## src/rtl/serial_add_sub_pkg.sv

```systemverilog
// Shared types for the digit-serial adder/subtractor: FSM state encoding and
// the digit counter width helper.
package serial_add_pkg;

  typedef enum logic [1:0] {
    IDLE = 2'd0,
    RUN  = 2'd1,
    DONE = 2'd2
  } state_t;

  // Width of a counter that must reach n-1; never narrower than one bit.
  function automatic int cnt_width(input int n);
    return (n <= 2) ? 1 : $clog2(n);
  endfunction

endpackage

```

## src/rtl/serial_add_sub_fa_cell.sv

```systemverilog
// Single-bit full-adder cell; the top chains DIGIT of these per clock.
module fa_cell (
  input  logic a,
  input  logic b,
  input  logic ci,
  output logic s,
  output logic co
);

  assign s  = a ^ b ^ ci;
  assign co = (a & b) | (ci & (a ^ b));

endmodule

```

## src/rtl/serial_add_sub.sv

```systemverilog
// Digit-serial adder/subtractor with start/busy/done handshake.
// Optional signed-overflow output enabled by defining SERIAL_ADDSUB_OVF_EN.
module serial_add_sub
  import serial_add_pkg::*;
#(
  parameter int WIDTH = 8,
  parameter int DIGIT = 1
) (
  input  logic             clk,
  input  logic             rst,
  input  logic             start,
  input  logic             sub,
  input  logic [WIDTH-1:0] a,
  input  logic [WIDTH-1:0] b,
  input  logic             cin,
  output logic             busy,
  output logic             done,
  output logic [WIDTH-1:0] sum,
  output logic             cout,
  output logic             ovf
);

  localparam int N  = WIDTH / DIGIT;
  localparam int CW = cnt_width(N);

  generate
    if (WIDTH % DIGIT != 0) begin : g_bad_digit
      $error("serial_add_sub: WIDTH must be a multiple of DIGIT");
    end
  endgenerate

  // Handshake: start is accepted on any edge where the block is not in RUN;
  // done is a one-cycle pulse and sum/cout/ovf hold until the next acceptance.
  state_t           state, state_nx;
  logic [WIDTH-1:0] a_sr, b_sr, acc_sr, acc_nx, dig_ext, sum_q;
  logic             carry, cout_q;
  logic [CW-1:0]    cnt;
  logic [DIGIT:0]   c;
  logic [DIGIT-1:0] dig_s;
  logic             last, accept;

  assign c[0] = carry;

  for (genvar i = 0; i < DIGIT; i++) begin : g_chain
    fa_cell u_fa (
      .a  (a_sr[i]),
      .b  (b_sr[i]),
      .ci (c[i]),
      .s  (dig_s[i]),
      .co (c[i+1])
    );
  end

  assign last   = (cnt == CW'(N - 1));
  assign accept = start && (state != RUN);

  // New digit enters at the MSB so the result is LSB-aligned after N shifts.
  always_comb begin
    dig_ext = WIDTH'(dig_s);
    acc_nx  = (acc_sr >> DIGIT) | (dig_ext << (WIDTH - DIGIT));
  end

  always_comb begin
    state_nx = state;
    case (state)
      IDLE:    if (start) state_nx = RUN;
      RUN:     if (last) state_nx = DONE;
      DONE:    state_nx = start ? RUN : IDLE;
      default: state_nx = IDLE;
    endcase
  end

  always_ff @(posedge clk or posedge rst) begin
    if (rst) state <= IDLE;
    else     state <= state_nx;
  end

  always_ff @(posedge clk or posedge rst) begin
    if (rst) begin
      a_sr   <= '0;
      b_sr   <= '0;
      acc_sr <= '0;
      carry  <= 1'b0;
      cnt    <= '0;
      sum_q  <= '0;
      cout_q <= 1'b0;
    end else if (accept) begin
      a_sr  <= a;
      b_sr  <= b ^ {WIDTH{sub}};
      carry <= cin ^ sub;
      cnt   <= '0;
    end else if (state == RUN) begin
      a_sr   <= a_sr >> DIGIT;
      b_sr   <= b_sr >> DIGIT;
      acc_sr <= acc_nx;
      carry  <= c[DIGIT];
      cnt    <= cnt + CW'(1);
      if (last) begin
        sum_q  <= acc_nx;
        cout_q <= c[DIGIT];
      end
    end
  end

`ifdef SERIAL_ADDSUB_OVF_EN
  logic ovf_q;

  // Carry into vs. out of the MSB cell of the final digit.
  always_ff @(posedge clk or posedge rst) begin
    if (rst)                          ovf_q <= 1'b0;
    else if (!accept && state == RUN && last) ovf_q <= c[DIGIT] ^ c[DIGIT-1];
  end

  assign ovf = ovf_q;
`else
  assign ovf = 1'b0;
`endif

  assign busy = (state == RUN);
  assign done = (state == DONE);
  assign sum  = sum_q;
  assign cout = cout_q;

endmodule

```

## config.mk

```make
export PLATFORM = sky130hd
export DESIGN_NAME = serial_add_sub
export DESIGN_NICKNAME = d
export VERILOG_FILES = /design/src/rtl/serial_add_sub_pkg.sv /design/src/rtl/serial_add_sub_fa_cell.sv /design/src/rtl/serial_add_sub.sv
export SDC_FILE = /design/constraint.sdc
export NUM_CORES = 1
export LEC_CHECK = 0
export ABC_AREA = 0
export ABC_CLOCK_PERIOD_IN_PS = 1540
export CAP_MARGIN = 20
export CORE_ASPECT_RATIO = 2
export CORE_MARGIN = 2
export CORE_UTILIZATION = 51
export DETAILED_ROUTE_END_ITERATION = 8
export PLACE_DENSITY = 0.78
export SETUP_SLACK_MARGIN = 0.2
export SLEW_MARGIN = 0
export SYNTH_ARGS = -nofsm -noshare
export SYNTH_HDL_FRONTEND = slang
export SYNTH_SLANG_ARGS = --single-unit
```

## constraint.sdc

```tcl
create_clock -name clk -period 1.54 [get_ports clk]
set_input_delay 0.154 -clock clk [delete_from_list [all_inputs] [get_ports clk]]
set_output_delay 0.154 -clock clk [all_outputs]
set_load 0.02 [all_outputs]
```

Word level (Yosys, flattened, before mapping)
Index checks and enable logic that the tools add are counted.
- reduce and logical (&&, ||, !) cells: 6
- eq/ne operators: 6
- muxes and demuxes: 12
- bitwise logic cells: 9
- $add $sub $neg: 1
- operators with widths (operator ; number):
    8-bit two-way mux ; 4
    7-bit by 8-bit OR with 8-bit output ; 1
    8-bit XOR ; 1
    3-bit two-way mux ; 2
    2-bit case mux with 3 select lines ; 1
    2-bit two-way mux ; 2
    2-bit by 1-bit != test with 1-bit output, second input constant ; 2
    2-bit AND reduction ; 2
    3-bit by 1-bit adder with 3-bit output, second input constant ; 1
    3-bit equality test, second input constant ; 1
    1-bit two-way mux ; 3
    3-bit AND reduction ; 1
    1-bit XOR ; 3
    1-bit AND ; 2
    2-bit by 1-bit equality test with 1-bit output, second input constant ; 1
    2-bit equality test, second input constant ; 1
    2-bit logical NOT ; 1
    2-bit != test, second input constant ; 1
    2-bit nonzero test ; 1
    1-bit logical AND ; 1
    1-bit NOT ; 1
    1-bit OR ; 1
- output and inout port bits: 12
- bits in registers: 39
- logic and storage cells: 42
- input port bits: 21

Logic depth before layout (Yosys ltp)
Gate-level depths: netlist of the first run.
- depth in word-level cells: 5
- gate-level depth with buffers: 5
- mapped depth without buffers: 4

By module
From an unflattened synthesis of the first run, not the netlist that was laid out.
- cell total of the unflattened synthesis: 155
- area total of the unflattened synthesis: 1765.4 sq um
- modules (own cells, without submodules) (module ; cells each ; instances ; area each (sq um) ; sequential area each (sq um)):
    serial_add_sub ; 154 ; 1 ; 1745.4 ; 950.9
    fa_cell ; 1 ; 1 ; 20.0 ; 0.0

Worst setup path after synthesis of the first run
No wires, ideal clock.
- path kind: reg-to-reg
- start: register cnt[0]
- end: register cout_q (netlist: cout)
- library setup time: 0.125 ns
- clock period less this slack: 1.355 ns
- required time: 1.415 ns
- path buffers: 0
- stages on the path, launching flop included: 5
- setup slack: 0.185 ns
- arrival: 1.230 ns
- cell sequence: dfrtp_1 -> ha_1 -> ha_1 -> nand2_8 -> mux2_4
- word-level cells in the longest chain between the ends: 2
- RTL lines (element ; RTL line ; RTL):
    from (decl) ; serial_add_sub.sv:37 ; logic [CW-1:0] cnt;
    from (signal assigned) ; serial_add_sub.sv:97 ; cnt <= cnt + CW'(1);
    3-bit equality test ; serial_add_sub.sv:54 ; assign last = (cnt == CW'(N - 1));
    3-bit AND reduction (no source line) ; n/a ;
    to (signal assigned) ; serial_add_sub.sv:100 ; cout_q <= c[DIGIT];
    to (decl) ; serial_add_sub.sv:36 ; logic carry, cout_q;
Every way passes these cells.
A chain may end at the register's enable or synchronous reset.

Final worst setup path of the first run
- start: register cnt[1]
- end: register sum_q[6] (netlist: sum[6])
- word-level cells in the longest chain between the ends: 2
- RTL lines (element ; RTL line ; RTL):
    3-bit equality test ; serial_add_sub.sv:54 ;
    3-bit AND reduction (no source line) ; n/a ;
    to (signal assigned) ; serial_add_sub.sv:99 ; sum_q <= acc_nx;
    to (decl) ; serial_add_sub.sv:35 ; logic [WIDTH-1:0] a_sr, b_sr, acc_sr, acc_nx, dig_ext, sum_q;
Every way passes these cells.

==> results.sh, run 1 <==
export IMPL_status="complete, no violations"
export IMPL_clock_power_share=0.205
export IMPL_design_portCount=33
export IMPL_cts_htree_levels=2
export IMPL_placedCellCount=214
export IMPL_n_diodes=0
export IMPL_numPortBuffers=31
export IMPL_switching_share=0.3591
export IMPL_cts_tree="yes"
export IMPL_leakagePower_nw=1.128
export IMPL_cts_made_buffers=5
export IMPL_share_comb_of_total_power=0.377
export IMPL_netlist_area_leader_share=0.5398
export IMPL_fin_crit_ns=1.307
export IMPL_syn_cell_area_mm2=0.001762
export IMPL_min_path_type="in2async"
export IMPL_avgSynthCellArea_um2=11.37
export IMPL_crit_chain="ha_4 > ha_4 > nand2_4 > mux2_4"
export IMPL_critPathMaxFanout=5
export IMPL_synth_fp_nets=179
export IMPL_synth_sequential_area_ratio=0.5398
export IMPL_worst_endpoint_arrival_ns=1.48
export IMPL_yosys_area_top_type="sky130_fd_sc_hd__dfrtp_1"
export IMPL_global_route_overflow_total=0
export IMPL_start_kind="flip-flop"
export IMPL_drive_above_1_share=0.1701
export IMPL_peakVddDrop_uv=1085
export IMPL_max_clock_freq_ghz=0.7651
export IMPL_fillers=276
export IMPL_numClockSinks=38
export IMPL_rsz0062_at_grt="true"
export IMPL_core_rowCount=30
export IMPL_critical_path_top_cell_by_count="sky130_fd_sc_hd__ha_4"
export IMPL_p_sw_w=0.001467
export IMPL_grt_first_pass_wirelength_um=5230
export IMPL_cpMaxStageDelayCell="sky130_fd_sc_hd__dfrtp_1"
export IMPL_critPathBufInv=0
export IMPL_synth_xor_area_frac=0.04474
export IMPL_postCtsHoldBufs=0
export IMPL_crit_path_max_incr_delay_ns=0.42
export IMPL_yosys_area_share_simple=0.1129
export IMPL_final_cell_area_mm2=0.002251
export IMPL_fp_coreArea_mm2=0.003341
export IMPL_worstSetupPathType="reg2reg"
export IMPL_finalNetCount=217
export IMPL_initial_utilization=0.5273
export IMPL_seq_power_share=0.418
export IMPL_track_usage=0.1807
export IMPL_antenna_found_initial=0
export IMPL_route_detailed_wl_per_inst_um=14.04
export IMPL_detailedRoute_firstPassIterationCount=4
export IMPL_setup_viol=0
export IMPL_clk_root_buffer_cell="sky130_fd_sc_hd__clkbuf_8"
export IMPL_total_negative_slack_for_setup_checks_ns=0
export IMPL_worstSkewPairLatency_ns=0.29
export IMPL_finish_cell_count_without_fillers=226
export IMPL_detailroute_via_count=1216
export IMPL_yosysUniqueCellTypes=23
export IMPL_internal_power_w=0.002618
export IMPL_postSynthRegisterBits=38
export IMPL_worst_setup_path_startpoint="cnt[1]"
export IMPL_power_per_cell_area_mw_per_mm2=1815
export IMPL_hold_viol=0
export IMPL_die_y_um=87.12
export IMPL_critical_path_endpoint_type="flip-flop"
export IMPL_worst_clock_skew_ns=0.007739
export IMPL_place_congestion=0.7166
export IMPL_place_area_mm2=0.002102
export IMPL_vias_per_cell=5.381
export IMPL_synth_mux_area_frac=0.1676
export IMPL_critPathTopFamily="flip-flops"
export IMPL_adder_cell_fraction_of_synth_area=0.02557
export IMPL_cts_clk_slew_worst_paths_ns=0.08
export IMPL_fp_dieArea_mm2=0.003969
export IMPL_first_global_vias=1170
export IMPL_drt_total_wl_um=3173
export IMPL_drv_cap=0
export IMPL_netlist_top_cells_area="sky130_fd_sc_hd__dfrtp_1 (54%), sky130_fd_sc_hd__mux2i_1 (9.1%), sky130_fd_sc_hd__nand2_1 (8.5%), sky130_fd_sc_hd__mux2_4 (7.7%), sky130_fd_sc_hd__o21ai_0 (5.4%)"
export IMPL_die_width_um=45.56
export IMPL_hpwl_um=2188
export IMPL_cts_max_path_buffers=2
export IMPL_flow_area_growth_from_synthesis_pct=27.77
export IMPL_timing_final_max_slew_violations=0
export IMPL_timing_final_crit_share=0.8487
export IMPL_synth_top_family_by_area="multiplexers"
export IMPL_drc=0
export IMPL_grt_start_max_net_pins=43
export IMPL_count_of_antenna_violating_nets_left_after_detailed_routing=0
export IMPL_worst_r2r_setup_slack_ns=0.23
export IMPL_worstReg2RegStart="cnt[1]"
export IMPL_synth_compound_area_share=0.06037
export IMPL_worstPathRequired_ns=1.72
export IMPL_post_synth_inst_count=155
export IMPL_drt_iter0_markers=19
export IMPL_synth_warning_count=0
[cells in the final DEF (no fill, tap or decap), types with 2 or more instances in the layout]
master and count:
sky130_fd_sc_hd__dfrtp_1 38, sky130_fd_sc_hd__xor2_1 8, sky130_fd_sc_hd__clkinvlp_4 2, sky130_fd_sc_hd__buf_4 7, sky130_fd_sc_hd__mux2_4 9, sky130_fd_sc_hd__nand2_1 40, sky130_fd_sc_hd__clkbuf_8 5, sky130_fd_sc_hd__dlygate4sd2_1 9
sky130_fd_sc_hd__mux2i_1 16, sky130_fd_sc_hd__ha_4 2, sky130_fd_sc_hd__o21ai_0 19, sky130_fd_sc_hd__clkdlybuf4s50_1 20, sky130_fd_sc_hd__inv_1 3, sky130_fd_sc_hd__clkbuf_2 2
[cells by family after synthesis]
kind of cell | count (synthesis)
other cells | 1
buf+inv | 13
simple gates | 45
flops | 38
mux | 25
compound gates | 21
xor+xnor | 9
fa+ha+maj | 3
[power groups by stage]
stage	clock (W)	sequential (W)	combinational (W)
2_1_floorplan	0	0.00177	0.000935
3_3_place_gp	0	0.00168	0.00146
3_5_place_dp	0	0.00172	0.00153
4_1_cts	0.000855	0.00170	0.00146
5_1_grt	0.000892	0.00175	0.00174
6_report	0.000839	0.00171	0.00154
[flip-flops by register name, summed over array words and instances (netlist names)]
| name | count |
|---|---|
| a_sr | 8 |
| b_sr | 8 |
| sum | 8 |
| acc_sr | 7 |
| cnt | 3 |
| state | 2 |
| carry | 1 |
| cout | 1 |
[layer usage]
| metal | share of wire | up-vias | GRT usage |
|---|---|---|---|
| li1 | - | 581 | - |
| met1 | 0.38 | 587 | 0.2184 |
| met2 | 0.54 | 39 | 0.2894 |
| met3 | 0.043 | 9 | 0.03527 |
| met4 | 0.031 | 0 | 0.09893 |
| met5 | 0 | - | 0 |
[synthesized netlist by cell type]
cell type                   n
sky130_fd_sc_hd__clkinv_4   1
sky130_fd_sc_hd__conb_1     1
sky130_fd_sc_hd__ha_1       2
sky130_fd_sc_hd__mux2_4     9
sky130_fd_sc_hd__buf_2      4
sky130_fd_sc_hd__clkbuf_2   1
sky130_fd_sc_hd__nor2_1     1
sky130_fd_sc_hd__mux2i_1   16
sky130_fd_sc_hd__nand3_1    1
sky130_fd_sc_hd__a21oi_1    1
sky130_fd_sc_hd__xnor2_1    1
sky130_fd_sc_hd__buf_4      2
sky130_fd_sc_hd__buf_6      2
sky130_fd_sc_hd__nand2b_4   1
sky130_fd_sc_hd__nor2b_1    1
sky130_fd_sc_hd__inv_1      3
sky130_fd_sc_hd__nand2_1   40
sky130_fd_sc_hd__fa_1       1
sky130_fd_sc_hd__dfrtp_1   38
sky130_fd_sc_hd__nand2_8    1
sky130_fd_sc_hd__xor2_1     8
sky130_fd_sc_hd__o22ai_1    1
sky130_fd_sc_hd__o21ai_0   19
[tightest hold or removal path: cells and delay by family]
| kind | cells | cell delay (ns) |
|---|---|---|
| buffers and inverters | 3 | 0.85 |
[cell type report]
class / instances / area, µm² / share of cell area
Inverter: 4 / 20.02 / 0.008894
Clock inverter: 3 / 45.04 / 0.02001
Timing Repair Buffer: 39 / 361.6 / 0.1606
Multi-Input combinational cell: 105 / 764.5 / 0.3396
Sequential cell: 38 / 950.9 / 0.4225
Tap cell: 32 / 40.04 / 0.01779
Clock buffer: 5 / 68.82 / 0.03057
[path summary, 6_finish.rpt]
check	end	cells after the start
worst max-delay path	sum[6]	4
worst min-delay path	acc_sr[6]	3
worst max register to register	sum[6]	4
worst min register to register	a_sr[3]	2
max in group asynchronous	sum[3]	3
min in group clk	a_sr[7]	3
[repair_timing]
| item | in CTS | in global routing |
|---|---|---|
| setup buffers | 0 | 3 |
| pin swaps | 0 | 3 |
| resized for setup | 12 | 6 |
| hold endpoints to repair | 0 | 0 |
| gates cloned | 0 | 1 |
| endpoints found under the setup margin | 20 | 11 |
[stage by stage]
stage | total power (W) | setup WS (ns) | utilization | hold slack (ns)
floorplan | 0.002705 | 0.2419 | - | 0.3103
global placement | 0.003144 | 0.2211 | 0.6292 | 0.4605
detailed placement | 0.003252 | 0.1694 | 0.6292 | 0.4709
CTS | 0.004015 | 0.1536 | 0.6596 | 0.2947
global route | 0.004383 | 0.1789 | 0.6738 | 0.3238
finish | 0.004085 | 0.2330 | 0.6738 | 0.2745
Note: power is estimated with default switching activity, not from simulation.
==> inputs of run 2 (changes only) <==
--- a/config.mk
+++ b/config.mk
@@ -6,13 +6,13 @@
 export NUM_CORES = 1
 export LEC_CHECK = 0
 export ABC_AREA = 0
-export ABC_CLOCK_PERIOD_IN_PS = 1540
+export ABC_CLOCK_PERIOD_IN_PS = 1200
 export CAP_MARGIN = 20
 export CORE_ASPECT_RATIO = 2
 export CORE_MARGIN = 2
-export CORE_UTILIZATION = 51
+export CORE_UTILIZATION = 46
 export DETAILED_ROUTE_END_ITERATION = 8
-export PLACE_DENSITY = 0.78
+export PLACE_DENSITY = 0.75
 export SETUP_SLACK_MARGIN = 0.2
 export SLEW_MARGIN = 0
 export SYNTH_ARGS = -nofsm -noshare
==> constraint.sdc (replaced) <==
create_clock -name clk -period 1.2 [get_ports clk]
set_input_delay 0.12 -clock clk [delete_from_list [all_inputs] [get_ports clk]]
set_output_delay 0.12 -clock clk [all_outputs]
set_load 0.02 [all_outputs]
==> run 2 against run 1 <==
  * The run now ends with negative setup slack left
  * Via count is 15% higher
  * Core utilization grew 11 points
  * Routed wire length rose by 68%
  * Cell count is 16% higher
  * Sequential share of layout area is 8.8 points lower
  * Hold slack lost 0.11 ns
  * Global-route usage grew 3.5 points
  * Non-clock buffer count rose by 20
  * Clock power grew 13%
  * Critical path type unchanged
==> results.sh, run 2 (same netlist as run 1, synthesis figures left out) <==
export IMPL_status="finished, violations left"
export IMPL_violations_in_the_final_reports="negative setup slack"
export IMPL_total_negative_slack_for_setup_checks_ns=-2.871
export IMPL_track_usage=0.2158
export IMPL_hpwl_um=2271
export IMPL_hold_viol=0
export IMPL_seqCellArea_um2=950.9
export IMPL_seq_power_share=0.303
export IMPL_drc=0
export IMPL_p_sw_w=0.003119
export IMPL_antenna_found_initial=0
export IMPL_power_per_cell_area_mw_per_mm2=2733
export IMPL_worst_clock_skew_ns=0.003818
export IMPL_initial_utilization=0.4832
export IMPL_grt_first_pass_wirelength_um=6644
export IMPL_finalNetCount=237
export IMPL_core_rowCount=31
export IMPL_drive_above_1_share=0.5327
export IMPL_switching_share=0.4014
export IMPL_fin_crit_ns=1.350
export IMPL_leakagePower_nw=1.392
export IMPL_design_portCount=33
export IMPL_postCtsHoldBufs=0
export IMPL_flow_area_growth_from_synthesis_pct=61.43
export IMPL_multi_input_comb_area_mm2=0.001017
export IMPL_first_global_vias=1468
export IMPL_timing_final_crit_share=1.125
export IMPL_final_core_utilization=0.7800
export IMPL_detailroute_via_count=1397
export IMPL_drv_cap=0
export IMPL_max_clock_freq_ghz=0.7410
export IMPL_power_w=0.007772
export IMPL_numClockSinks=38
export IMPL_worst_endpoint_arrival_ns=1.54
export IMPL_worstPathRequired_ns=1.39
export IMPL_cpMaxStageDelayCell="sky130_fd_sc_hd__dfrtp_1"
export IMPL_cts_made_buffers=5
export IMPL_cts_clk_slew_worst_paths_ns=0.08
export IMPL_place_congestion=0.7247
export IMPL_start_kind="flip-flop"
export IMPL_timing_final_max_slew_violations=0
export IMPL_global_route_overflow_total=0
export IMPL_drt_total_wl_um=5316
export IMPL_layout_commonest_cell="sky130_fd_sc_hd__dfrtp_1"
export IMPL_clk_root_buffer_cell="sky130_fd_sc_hd__clkbuf_8"
export IMPL_rsz0062_at_grt="true"
export IMPL_die_y_um=91.52
export IMPL_min_path_type="in2async"
export IMPL_setup_viol=35
export IMPL_layout_cells_most_common_list="sky130_fd_sc_hd__dfrtp_1 (38), sky130_fd_sc_hd__clkdlybuf4s50_1 (20), sky130_fd_sc_hd__o21ai_2 (19)"
export IMPL_critical_path_top_cell_by_count="sky130_fd_sc_hd__ha_4"
export IMPL_vias_per_cell=5.312
export IMPL_final_critical_path_setup_slack_ns=-0.1496
export IMPL_fillers=225
export IMPL_grt_start_max_net_pins=39
export IMPL_clock_power_share=0.122
export IMPL_cts_htree_levels=2
export IMPL_n_diodes=0
export IMPL_detailedRoute_firstPassIterationCount=4
export IMPL_critPathMaxFanout=5
export IMPL_count_of_antenna_violating_nets_left_after_detailed_routing=0
export IMPL_die_width_um=47.76
export IMPL_worstSetupPathType="reg2reg"
export IMPL_share_comb_of_total_power=0.575
export IMPL_fp_coreArea_mm2=0.003646
export IMPL_internal_power_w=0.004652
export IMPL_critical_path_endpoint_type="flip-flop"
export IMPL_route_detailed_wl_per_inst_um=20.21
export IMPL_worstSkewPairLatency_ns=0.30
export IMPL_drt_iter0_markers=35
export IMPL_peakVddDrop_uv=1696
export IMPL_crit_chain="ha_4 > ha_4 > nand2_8 > mux2_4"
export IMPL_fp_dieArea_mm2=0.004371
export IMPL_cts_max_path_buffers=2
export IMPL_cts_tree="yes"
export IMPL_numPortBuffers=31
export IMPL_crit_path_max_incr_delay_ns=0.44
## run 2: path summary, 6_finish.rpt
| kind | startpoint | to | slack, ns | depth (start not counted) |
|---|---|---|---|---|
| max | cnt[0] | sum[5] | -0.15 | 4 |
| min | rst | b_sr[1] | 0.16 | 3 |
| max reg2reg | cnt[0] | sum[5] | -0.15 | 4 |
| min reg2reg | b_sr[3] | b_sr[2] | 0.49 | 2 |
| max in group asynchronous | rst | acc_sr[2] | 0.85 | 3 |
| min in group clk | b[7] | b_sr[7] | 0.46 | 3 |
## run 2: repair_timing
action,in CTS,in global routing
gates cloned,5,4
buffers inserted,5,8
pin swaps,2,29
endpoints found under the setup margin,47,41
gates resized for setup,105,50
## run 2: per-layer routing
layer	global-route usage	share of wire	up-vias
met2	0.3633	0.59	47
met4	0.1194	0.041	0
met3	0.06163	0.038	20
met5	0	0	-
met1	0.2177	0.33	703
li1	-	-	627
## run 2: layout make-up
| class | count | share of cell area |
|---|---|---|
| Clock inverter | 1 | 0.001760 |
| Timing Repair Buffer | 59 | 0.2472 |
| Inverter | 4 | 0.007039 |
| Tap cell | 49 | 0.02156 |
| Multi-Input combinational cell | 105 | 0.3577 |
| Clock buffer | 7 | 0.03036 |
| Sequential cell | 38 | 0.3344 |
## run 2: power by group through the flow
stage	logic, W	clock network (W)	registers, W
6_report	0.00447	0.000950	0.00235
5_1_grt	0.00469	0.000998	0.00240
4_1_cts	0.00296	0.000913	0.00223
3_5_place_dp	0.00212	0	0.00221
3_3_place_gp	0.00199	0	0.00216
2_1_floorplan	0.00124	0	0.00228
## run 2: critical path: cells and delay by family (launching register included)
kind	cells	cell delay [ns]
muxes	1	0.30
and+or+nand+nor	1	0.10
adders and majority gates	2	0.39
DFF	1	0.44
## run 2: metrics by stage
stage	area, µm²	hold WS (ns)	cells	worst slack, ns
floorplan	1782	0.2763	155	-0.05682
global placement	2178	0.4598	233	-0.07192
detailed placement	2178	0.4733	233	-0.1153
CTS	2479	0.1840	251	-0.1034
global route	2844	0.2060	263	-0.1670
finish	2844	0.1614	263	-0.1496
==> inputs of run 3 (changes only) <==
--- a/config.mk
+++ b/config.mk
@@ -11,9 +11,9 @@
 export CORE_ASPECT_RATIO = 2
 export CORE_MARGIN = 2
 export CORE_UTILIZATION = 46
+export CTS_CLUSTER_DIAMETER = 200
 export DETAILED_ROUTE_END_ITERATION = 8
 export PLACE_DENSITY = 0.75
-export SETUP_SLACK_MARGIN = 0.2
 export SLEW_MARGIN = 0
 export SYNTH_ARGS = -nofsm -noshare
 export SYNTH_HDL_FRONTEND = slang
==> run 3 against run 2 <==
  * The run still ends with negative setup slack left
  * Fmax increased by 4.5%
  * Cell count is 4.6% lower
  * Core utilization fell by 14 points
  * Hold slack improved by 0.018 ns
  * Global-route usage down 3.7 points
  * Sequential power is 8% lower
  * Clock power shrank 14%
  * Final area is 17% lower
  * Routed wire length decreased by 36%
  * Count of clock-buffer cells in the layout did not move
  * Combinational power shrank 47%
==> results.sh, run 3 (same netlist as run 1, synthesis figures left out) <==
export IMPL_status="finished, violations left"
export IMPL_violations_in_the_final_reports="negative setup slack"
export IMPL_grt_start_max_net_pins=39
export IMPL_power_per_cell_area_mw_per_mm2=2277
export IMPL_layout_commonest_cell="sky130_fd_sc_hd__nand2_1"
export IMPL_leakagePower_nw=1.174
export IMPL_critPathMaxFanout=5
export IMPL_numClockSinks=38
export IMPL_finish_cell_count_without_fillers=251
export IMPL_finalNetCount=226
export IMPL_global_route_overflow_total=0
export IMPL_cts_htree_levels=2
export IMPL_core_rowCount=31
export IMPL_cts_tree="yes"
export IMPL_design_portCount=33
export IMPL_final_core_utilization=0.6448
export IMPL_numPortBuffers=31
export IMPL_fp_dieArea_mm2=0.004371
export IMPL_worst_slack_at_placement_ns=-0.1179
export IMPL_hpwl_um=2356
export IMPL_peakVddDrop_uv=1169
export IMPL_fin_crit_ns=1.292
export IMPL_cts_made_buffers=5
export IMPL_worstSetupPathType="reg2reg"
export IMPL_min_path_type="in2async"
export IMPL_route_detailed_wl_per_inst_um=13.47
export IMPL_grt_first_pass_wirelength_um=5616
export IMPL_worst_clock_skew_ns=0.005507
export IMPL_rsz0062_at_grt="true"
export IMPL_drv_cap=0
export IMPL_initial_utilization=0.4832
export IMPL_die_y_um=91.52
export IMPL_clk_root_buffer_cell="sky130_fd_sc_hd__clkbuf_8"
export IMPL_count_of_antenna_violating_nets_left_after_detailed_routing=0
export IMPL_flow_area_growth_from_synthesis_pct=33.45
export IMPL_start_kind="flip-flop"
export IMPL_die_width_um=47.76
export IMPL_antenna_found_initial=0
export IMPL_detailedRoute_firstPassIterationCount=4
export IMPL_max_clock_freq_ghz=0.7741
export IMPL_first_global_vias=1300
export IMPL_critical_path_endpoint_type="flip-flop"
export IMPL_place_congestion=0.7073
export IMPL_postCtsHoldBufs=0
export IMPL_drc=0
export IMPL_track_usage=0.1788
export IMPL_worstSkewPairLatency_ns=0.29
export IMPL_power_w=0.005354
export IMPL_cts_clk_slew_worst_paths_ns=0.07
export IMPL_drt_total_wl_um=3380
export IMPL_detailroute_via_count=1250
export IMPL_hold_viol=0
export IMPL_worst_endpoint_arrival_ns=1.47
export IMPL_timing_final_max_slew_violations=0
export IMPL_worstPathRequired_ns=1.38
export IMPL_vias_per_cell=4.980
export IMPL_drive_above_1_share=0.1931
export IMPL_fp_coreArea_mm2=0.003646
export IMPL_placedCellCount=236
export IMPL_n_diodes=0
export IMPL_cts_max_path_buffers=2
export IMPL_timing_final_crit_share=1.077
export IMPL_drt_iter0_markers=18
export IMPL_setup_viol=10
export IMPL_layout_cells_most_common_list="sky130_fd_sc_hd__nand2_1 (40), sky130_fd_sc_hd__dfrtp_1 (38), sky130_fd_sc_hd__clkdlybuf4s50_1 (20)"
export IMPL_final_critical_path_setup_slack_ns=-0.09186
run 3: changes by cell type in the layout (fill, tap and decap cells not counted), moves of 7 or more:
| cell | change |
|---|---|
| sky130_fd_sc_hd__o21ai_1 | +7 |
| sky130_fd_sc_hd__nand2_1 | +30 |
| sky130_fd_sc_hd__nand2_4 | -15 |
| sky130_fd_sc_hd__dlygate4sd2_1 | +9 |
| sky130_fd_sc_hd__o21ai_0 | +12 |
| sky130_fd_sc_hd__nand2_2 | -15 |
| sky130_fd_sc_hd__o21ai_2 | -19 |
| sky130_fd_sc_hd__buf_2 | -9 |
run 3: what timing repair did:
action / 4_1_cts / 5_1_grt
endpoints found under the setup margin: 33 / 30
pin swaps: 1 / 3
cloned: 1 / 0
buffers inserted: 4 / 3
resized for setup: 20 / 14
run 3: per-layer routing:
layer | GRT usage | wire (µm)
met2 | 0.3033 | 1873
met4 | 0.08559 | 99
met3 | 0.04374 | 132
met5 | 0 | 0
met1 | 0.1902 | 1275
run 3: path summary, 6_finish.rpt:
path | start | to | slack (ns) | cells past startpoint
max | cnt[0] | sum[4] | -0.09 | 4
min | rst | acc_sr[6] | 0.18 | 3
max reg2reg | cnt[0] | sum[4] | -0.09 | 4
min reg2reg | a_sr[4] | a_sr[3] | 0.48 | 2
max in group asynchronous | rst | a_sr[3] | 0.83 | 3
min in group clk | a[7] | a_sr[7] | 0.45 | 3
run 3: final cells by class:
cell class              count  area, µm²
fillers                   322       1295
flip-flops and latches     38      950.9
clock buffers               7      76.32
inverters                   4      20.02
multi-input cells         105      763.2
well taps                  49      61.31
repair buffers             48      479.2
run 3: worst max-delay path, cell delays in order, from the launching register on:
cell                      delay, ns
sky130_fd_sc_hd__dfrtp_1       0.39
sky130_fd_sc_hd__ha_2          0.20
sky130_fd_sc_hd__ha_4          0.20
sky130_fd_sc_hd__nand2_8       0.10
sky130_fd_sc_hd__mux2_4        0.30
run 3: where the power goes:
part / switching [W] / total, W / internal (W) / leakage, nW
clock: 0.000416 / 0.000816 / 0.000400 / 0.0383
sequential: 0.000334 / 0.00216 / 0.00183 / 0.483
combinational: 0.00118 / 0.00238 / 0.00120 / 0.652
run 3: through the flow:
stage / TNS (ns) / cell area [µm²] / hold WS, ns
after floorplan: -0.5114 / 1777 / 0.2763
after global placement: -0.9037 / 2186 / 0.4616
after detailed placement: -1.560 / 2186 / 0.4673
after CTS: -0.8547 / 2301 / 0.1819
after global routing: -1.176 / 2351 / 0.2330
final: -0.8103 / 2351 / 0.1796
